### config.mk
export PLATFORM = sky130hd
export DESIGN_NAME = ex_fpu_seq
export DESIGN_NICKNAME = d
export VERILOG_FILES = /design/src/rtl/core_pkg.sv /design/src/rtl/ex_fpu_timer.sv /design/src/rtl/ex_fpu_seq.sv
export SDC_FILE = /design/constraint.sdc
export NUM_CORES = 1
export LEC_CHECK = 0
export BUFFER_PORTS_ARGS = -buffer_cell sky130_fd_sc_hd__clkbuf_2
export CAP_MARGIN = 10
export CORE_MARGIN = 8
export CORE_UTILIZATION = 37
export CTS_BUF_LIST = sky130_fd_sc_hd__clkbuf_8
export CTS_CLUSTER_DIAMETER = 100
export DETAILED_ROUTE_END_ITERATION = 7
export PLACE_DENSITY = 0.63
export SYNTH_ARGS = -nofsm -noshare
export SYNTH_HDL_FRONTEND = slang
export SYNTH_HIERARCHICAL = 1
export SYNTH_SLANG_ARGS = --single-unit
### constraint.sdc
create_clock -name clk -period 6.1 [get_ports clk]
set_input_delay 1.22 -clock clk [delete_from_list [all_inputs] [get_ports clk]]
set_output_delay 1.22 -clock clk [all_outputs]
set_load 0.05 [all_outputs]
### src/rtl/core_pkg.sv
// Shared core definitions: datapath widths, FPU sequencer state encoding
// and the default FPU response timeout.
package core_pkg;

  localparam int BUS_WIDTH      = 64;
  localparam int REGFILE_LEN    = 6;
  localparam int FPU_OP_WIDTH   = 5;
  localparam int TIMEOUT_CYCLES = 255;

  typedef enum logic [1:0] {
    ST_IDLE  = 2'd0,
    ST_ISSUE = 2'd1,
    ST_WAIT  = 2'd2,
    ST_DONE  = 2'd3
  } fpu_state_e;

endpackage

### src/rtl/ex_fpu_timer.sv
// 8-bit clear/increment counter; tc flags that the count equals TERMINAL.
module ex_fpu_timer #(
  parameter logic [7:0] TERMINAL = 8'd254
) (
  input  logic clk,
  input  logic rst,
  input  logic clr,
  input  logic inc,
  output logic tc
);

  logic [7:0] count;

  always_ff @(posedge clk) begin
    if (rst || clr) begin
      count <= 8'd0;
    end else if (inc) begin
      count <= count + 8'd1;
    end
  end

  assign tc = (count == TERMINAL);

endmodule

### src/rtl/ex_fpu_seq.sv
// EX-stage sequencer: holds the pipeline while one instruction is handed to
// an external FPU, then returns its result to EX/MEM as a one-cycle strobe.
module ex_fpu_seq #(
  parameter int BUS_WIDTH      = core_pkg::BUS_WIDTH,
  parameter int REGFILE_LEN    = core_pkg::REGFILE_LEN,
  parameter int FPU_OP_WIDTH   = core_pkg::FPU_OP_WIDTH,
  parameter int TIMEOUT_CYCLES = core_pkg::TIMEOUT_CYCLES
) (
  input  logic                    clk,
  input  logic                    rst,
  input  logic                    in_valid,
  input  logic                    in_alu_fpu,
  input  logic [FPU_OP_WIDTH-1:0] in_fpu_op,
  input  logic [BUS_WIDTH-1:0]    in_a,
  input  logic [BUS_WIDTH-1:0]    in_b,
  input  logic [REGFILE_LEN-1:0]  in_rd,
  input  logic                    in_reg_write,
  input  logic                    flush,
  output logic                    fpu_req_valid,
  input  logic                    fpu_req_ready,
  output logic [FPU_OP_WIDTH-1:0] fpu_op,
  output logic [BUS_WIDTH-1:0]    fpu_a,
  output logic [BUS_WIDTH-1:0]    fpu_b,
  input  logic                    fpu_resp_valid,
  input  logic [BUS_WIDTH-1:0]    fpu_result,
  output logic                    stall,
  output logic                    out_valid,
  output logic [BUS_WIDTH-1:0]    out_result,
  output logic [REGFILE_LEN-1:0]  out_rd,
  output logic                    out_reg_write,
  output logic                    busy,
  output logic                    timeout_err
);

  import core_pkg::*;

  // The timer counts completed WAIT cycles from zero, so the abort fires in
  // the WAIT cycle whose count is one below the configured limit.
  localparam logic [7:0] TIMER_TERMINAL = 8'(TIMEOUT_CYCLES - 1);

  fpu_state_e             state;
  logic [REGFILE_LEN-1:0] rd_q;
  logic                   reg_write_q;
  logic                   kill;
  logic                   out_valid_q;
  logic                   out_reg_write_q;
  logic                   start;
  logic                   kill_now;
  logic                   timer_clr;
  logic                   timer_inc;
  logic                   timer_tc;

  assign start    = in_valid & in_alu_fpu & ~flush;
  assign kill_now = kill | flush;

  // Request handshake: fpu_req_valid is high for the whole ISSUE state with
  // fpu_op/a/b held constant; the request transfers on the first cycle where
  // fpu_req_valid & fpu_req_ready. fpu_resp_valid is a one-cycle pulse that
  // is only honoured in WAIT.
  assign fpu_req_valid = (state == ST_ISSUE);
  assign stall = ((state == ST_IDLE) & start) | (state == ST_ISSUE) | (state == ST_WAIT);

  assign timer_clr = ((state == ST_IDLE) & start) | ((state == ST_ISSUE) & fpu_req_ready);
  assign timer_inc = (state == ST_WAIT) & ~fpu_resp_valid;

  ex_fpu_timer #(
    .TERMINAL (TIMER_TERMINAL)
  ) u_timer (
    .clk (clk),
    .rst (rst),
    .clr (timer_clr),
    .inc (timer_inc),
    .tc  (timer_tc)
  );

  always_ff @(posedge clk) begin
    if (rst) begin
      state           <= ST_IDLE;
      fpu_op          <= '0;
      fpu_a           <= '0;
      fpu_b           <= '0;
      rd_q            <= '0;
      reg_write_q     <= 1'b0;
      kill            <= 1'b0;
      busy            <= 1'b0;
      timeout_err     <= 1'b0;
      out_valid_q     <= 1'b0;
      out_reg_write_q <= 1'b0;
      out_result      <= '0;
      out_rd          <= '0;
    end else begin
      out_valid_q     <= 1'b0;
      out_reg_write_q <= 1'b0;
      case (state)
        ST_IDLE: begin
          if (start) begin
            fpu_op      <= in_fpu_op;
            fpu_a       <= in_a;
            fpu_b       <= in_b;
            rd_q        <= in_rd;
            reg_write_q <= in_reg_write;
            kill        <= 1'b0;
            busy        <= 1'b1;
            state       <= ST_ISSUE;
          end
        end
        ST_ISSUE: begin
          if (flush) kill <= 1'b1;
          if (fpu_req_ready) state <= ST_WAIT;
        end
        ST_WAIT: begin
          if (flush) kill <= 1'b1;
          if (fpu_resp_valid) begin
            if (!kill_now) out_result <= fpu_result;
            out_valid_q     <= ~kill_now;
            out_reg_write_q <= reg_write_q & ~kill_now;
            out_rd          <= rd_q;
            state           <= ST_DONE;
          end else if (timer_tc) begin
            timeout_err     <= 1'b1;
            out_result      <= '0;
            out_valid_q     <= ~kill_now;
            out_reg_write_q <= reg_write_q & ~kill_now;
            out_rd          <= rd_q;
            state           <= ST_DONE;
          end
        end
        ST_DONE: begin
          busy  <= 1'b0;
          state <= ST_IDLE;
        end
        default: state <= ST_IDLE;
      endcase
    end
  end

  // A flush arriving in the DONE cycle itself still has to kill the strobe.
  assign out_valid     = out_valid_q & ~flush;
  assign out_reg_write = out_reg_write_q & ~flush;

endmodule

==> results of run 1 <==
==> cell usage after synthesis <==
cell / number
a211oi_1: 2
a222oi_1: 1
xnor2_1: 1
o21ai_0: 3
o31ai_1: 1
nand3_2: 1
nand2b_1: 67
nor2_1: 13
and4b_1: 1
nand4_1: 2
clkbuf_1: 35
buf_4: 11
nand2_1: 293
o21bai_1: 1
buf_2: 24
xor2_1: 3
nor4_1: 1
nand4b_1: 1
mux2i_1: 72
dfxtp_1: 225
or2_2: 1
a21oi_1: 145
nor3b_1: 1
or3_2: 2
nand3b_1: 59
inv_1: 5
nand3_1: 2
or4_1: 1
nor2b_1: 5
and2_1: 1
nor3_1: 1
o21a_1: 1
ha_1: 7
buf_6: 7
or3_1: 1
o21ai_2: 1
==> layout make-up <==
cell class	instances	share of cell area (%)
clock buffer	49	5.77
inverter	5	0.161
multi-input combinational	691	32.6
timing repair buffer	425	18.5
sequential	225	38.6
tap	319	3.42
clock inverter	22	1.04
==> worst register-to-register path, cell delays in order, from the launching register on <==
cell,delay [ps]
dfxtp_1,400
nand3_2,150
nor3_1,480
nor2b_1,220
o21a_4,560
buf_4,570
mux2i_1,280
==> metrics by stage <==
step	hold slack (ps)	power, mW	instance area (µm²)	worst slack (ps)	utilization (%)
6_report	450	3.66	11700	2130	50.1
5_1_grt	471	3.84	11700	2010	50.1
4_1_cts	453	3.72	11700	2070	50.1
3_5_place_dp	444	2.32	10900	2070	46.7
3_3_place_gp	440	2.31	10900	2100	46.7
2_1_floorplan	424	2.12	8730	2680	-
==> registers in the layout, summed over array words and instances, names as in the netlist <==
register / cells
state: 2
out_valid_q: 1
fpu_b: 64
out_result: 64
reg_write_q: 1
rd_q: 6
fpu_a: 64
timeout_err: 1
fpu_op: 5
busy: 1
u_timer/count: 8
kill: 1
out_reg_write_q: 1
out_rd: 6
==> power by group through the flow <==
stage | clock [mW] | sequential [mW] | combinational, mW
after detailed placement | 0 | 1.62 | 0.698
after global placement | 0 | 1.62 | 0.694
after global routing | 1.50 | 1.60 | 0.741
final | 1.38 | 1.59 | 0.692
after floorplan | 0 | 1.85 | 0.275
after CTS | 1.43 | 1.59 | 0.699
==> path summary, 6_finish.rpt <==
path         slack, ps             end
max               2130           stall
min                450     reg_write_q
max reg2reg       3350  out_result[51]
min reg2reg        450     reg_write_q
==> routing by layer <==
layer  track usage (%)  routed length, µm  vias to the layer above
li1                  -                  -                     4059
met1              20.8              11200                     3664
met2              31.6              13500                      331
met3              7.63               2920                       51
met4              6.93                741                        0
met5                 0                  0                        -
==> kinds of logic after synthesis <==
logic type	after synthesis
AOI/OAI and AO/OA	155
xor gates and xnor gates	4
adders and majority gates	7
buffers and inverters	82
and+or+nand+nor	453
muxes	72
DFF	225
==> run metrics, run 1 <==
Comb pwr share 18.9%; grt ovf 0; Synth area leader dfxtp_1; Iter 0 DRT Violations 550; Clk pwr share 37.6%; DP Wirelength approximately 20000 µm; origin of the critical flop-to-flop path u_timer/count[2]; Required @ worst endpoint approximately 5000 ps; IO buf count around 420; Synth Area in Compound Gates a little under a tenth; Max VDD drop between 150 and 200 µV; number of endpoints failing setup at the final stage 0; commonest cells after routing, fill and taps aside clkbuf_2, nand2_1, dfxtp_1; Mapped Nets 1216; Hold/Removal Path Class reg2reg; max-slew violations 0; share of cells above drive strength 1 34.4%; Die Y-Extent between 150 and 200 µm; htree depth 2; post-layout min period between 3000 and 4000 ps; WL final around 28000 µm; CP top delay family simple AND/OR/NAND/NOR gates; first-pass GRT wire length about 44000 µm; switching power roughly 1.1 mW; Yosys reg bits approximately 230; clock sinks 225; switching share of power between 30% and 40%; CP peak stage delay just over 900 ps; Worst Setup Path Type in2out; Clk Latency, worst-skew pair between 500 and 600 ps; post-synthesis simple-gate area fraction about a quarter; clk buf depth 3; yosys warns 6; unrepaired setup endpoints after global routing false; CP Launch Type primary input; Placement Rows 56; multi-input logic area approximately 3800 µm²; Post CTS Setup Buffer Count 0; Placed Cells incl. Taps ~1700; total die area between 20000 and 30000 µm²; filler instances roughly 2300; Crit-path slowest cell and4b_4; # diodes 0; core footprint roughly 23000 µm²; Worst Path Max Fanout slightly below 70; critical path, cell by cell clkbuf_2 > and4b_4 > or3_1 > clkbuf_2; post-synthesis adder-cell area fraction under 10%; max_slew headroom roughly a third; Critical Path Stages 4; cells on worst reg2reg path 6; CTS Hold Buffers Added 0; leakage power around 5 nW; Int Power between 2 and 3 mW; Finished Layout Cells 1736; Final ANT Viol Nets 0; outcome finished clean; hold depth 2; most common cell after layout, fill and taps aside clkbuf_2; Post-Route Skew ~16 ps; largest family of logic cells by synthesized area simple AND/OR/NAND/NOR gates; Area Overhead vs Synth 33.8%; IO Pins between 400 and 500; CP Data Arrival Time ~2800 ps; max cap viols 0; routability congestion estimate from global placement just over 0.8; proportion of synthesized chip area in sequential cells between 50% and 60%; number of remaining DRC errors 0; Sequential cell area 4500 µm²; CP bufs+invs 2; Final Cycle Share between 60% and 70%; vias in the first global route 8141; Post-Syn Area a little under 9000 µm²; DR vias approximately 8100; Setup crit start flush; nets@finish between 1500 and 2000; min-delay src reg_write_q; setup TNS 0 ps; Syn Inst Count ~1000; clock slew at reported path FFs 60 ps; CTS tree built; Routed WL per cell 16.3 µm; initial antenna violation count 0; top-area cell type share of the netlist area between 50% and 60%; PostCTS Resize Cnt 0; Die X roughly 170 µm; pin count of the biggest net entering global routing 142; max frequency around 250 MHz; Starting Density 37.4%; most prevalent standard cell on the critical path clkbuf_2; syn_area_per_cell 8.75 µm²; Root Driver clkbuf_8; synth top area cells dfxtp_1, nand2_1, a21oi_1; GRT Total Usage 18.7%; Distinct cells, synth 36; worst-margin pin slew approximately 1000 ps; 1st-pass router iterations 4; xor and xnor area share after synthesis less than 1%; Fin. Hold Viols 0; mux contribution to synthesized area 8.26%; Via density around 4.7; Pwr Density 313 nW/µm²; CTS Buf Count 40; Reg power frac between 40% and 50%; CP Capture Type output port
(Power assumes the default switching activity.)
==> run 2: changes to the inputs <==
Clock period 6.1 ns to 4.1 ns, I/O delays scaled along.
==> run metrics, run 2 (synthesis results as in run 1) <==
outcome finished clean; Final Cycle Share a little over two thirds; clock sinks around 230; most common cell after layout, fill and taps aside clkbuf_2; Worst Setup Path Type reg2out; Reg power frac 43.1%; Root Driver clkbuf_8; Clk pwr share a little under two fifths; Setup crit start state[0]; Post CTS Setup Buffer Count 0; origin of the critical flop-to-flop path state[0]; hold depth 2; Placement Rows between 50 and 60; 1st-pass router iterations 4; number of remaining DRC errors 0; Required @ worst endpoint approximately 3300 ps; GRT Total Usage between 10% and 20%; setup TNS 0 ps; IO buf count 419; final core utilization about half; global-route track usage on met3 under 10%; post-route cell area ~12000 µm²; post-layout min period about 2900 ps; grt met1 use approximately a fifth; Iter 0 DRT Violations 555; max_slew headroom 49.7%; switching share of power between 30% and 40%; Post-DP Area between 10000 and 15000 µm²; leakage power approximately 5.1 nW; share of cells above drive strength 1 approximately a third; routability congestion estimate from global placement ~0.83; vias in the first global route around 8200; htree depth 2; Die Y-Extent 170 µm; pin count of the biggest net entering global routing about 140; clock slew at reported path FFs ~60 ps; Starting Density between 30% and 40%; DP Wirelength a little over 20000 µm; max-slew violations 0; Worst R2R End u_timer/count[7]; Area Overhead vs Synth 35.0%; Post-Route Skew roughly 12 ps; grt ovf 0; CTS Buf Count 41; CP Capture Type output port; max frequency approximately 350 MHz; clk buf depth 3; filler instances approximately 2400; Clk Latency, worst-skew pair 510 ps; commonest cells after routing, fill and taps aside clkbuf_2, nand2_1, dfxtp_1; initial antenna violation count 1; PostCTS Resize Cnt 0; Max VDD drop 256 µV; largest registers fpu_a x64, fpu_b x64, out_result x64; Pwr Density between 400 and 500 nW/µm²; CTS Hold Buffers Added 0; Fin. Hold Viols 0; Placed Cells incl. Taps roughly 1700; Int Power around 3.8 mW; Routed WL per cell about 16 µm; cells on worst reg2reg path 6; Via density ~4.6; DR vias approximately 8000; crit path to stall; worst-margin pin slew 753 ps; number of endpoints failing setup at the final stage 0; max cap viols 0; Finished Layout Cells about 1700; first-pass GRT wire length 43900 µm; Worst Path Max Fanout 5; met2 GRT Util a little under a third; CP Data Arrival Time 2030 ps; WL final roughly 29000 µm; r2r setup slk ~1800 ps; unrepaired setup endpoints after global routing false; CTS tree built; Final ANT Viol Nets 0; IO Pins 420; core footprint between 20000 and 25000 µm²; Hold/Removal Path Class reg2reg; switching power roughly 1.7 mW; Hold WS 452 ps; Comb pwr share 19.0%; total die area 28800 µm²; busiest grt layer met2; Die X 170 µm; nets@finish ~1600; CP Launch Type register
-- run 2: power by group through the flow --
| stage | combinational (mW) | sequential, mW | clock, mW |
|---|---|---|---|
| 3_3_place_gp | 1.05 | 2.41 | 0 |
| 3_5_place_dp | 1.05 | 2.41 | 0 |
| 6_report | 1.04 | 2.37 | 2.08 |
| 5_1_grt | 1.12 | 2.38 | 2.26 |
| 4_1_cts | 1.05 | 2.37 | 2.16 |
| 2_1_floorplan | 0.409 | 2.75 | 0 |
-- run 2: worst min path at each step --
stage                     start               to  slack (ps)
floorplan                  kill      out_valid_q         420
global route          fpu_a[49]        fpu_a[49]         470
detailed placement     fpu_a[7]         fpu_a[7]         450
CTS                    fpu_a[7]         fpu_a[7]         450
global placement    reg_write_q  out_reg_write_q         430
finish                fpu_b[44]        fpu_b[44]         450
-- run 2: critical path: stages, from the launching register on --
cell,delay (ps)
dfxtp_1,380
inv_1,100
ha_1,260
and4b_4,240
or3_1,300
clkbuf_2,240
-- run 2: area by class of cell --
type	instances	area (µm²)	area share [%]
Tap cell	319	399	3.39
Antenna cell	1	2.50	0.0212
Clock buffer	53	729	6.19
Inverter	5	18.8	0.159
Sequential cell	225	4500	38.2
Clock inverter	22	97.6	0.828
Multi-Input combinational cell	691	3800	32.3
Timing Repair Buffer	429	2230	18.9
-- run 2: metrics by stage --
step | setup slack (ps) | power, mW
final | 1250 | 5.48
after global routing | 1140 | 5.76
after CTS | 1200 | 5.58
after detailed placement | 1530 | 3.46
after global placement | 1520 | 3.45
after floorplan | 1480 | 3.16
-- run 2: metal layers --
metal,wire (µm),vias to the layer above
met5,0,-
met4,766,0
met3,2930,54
met2,13500,327
met1,11400,3618
li1,-,4070
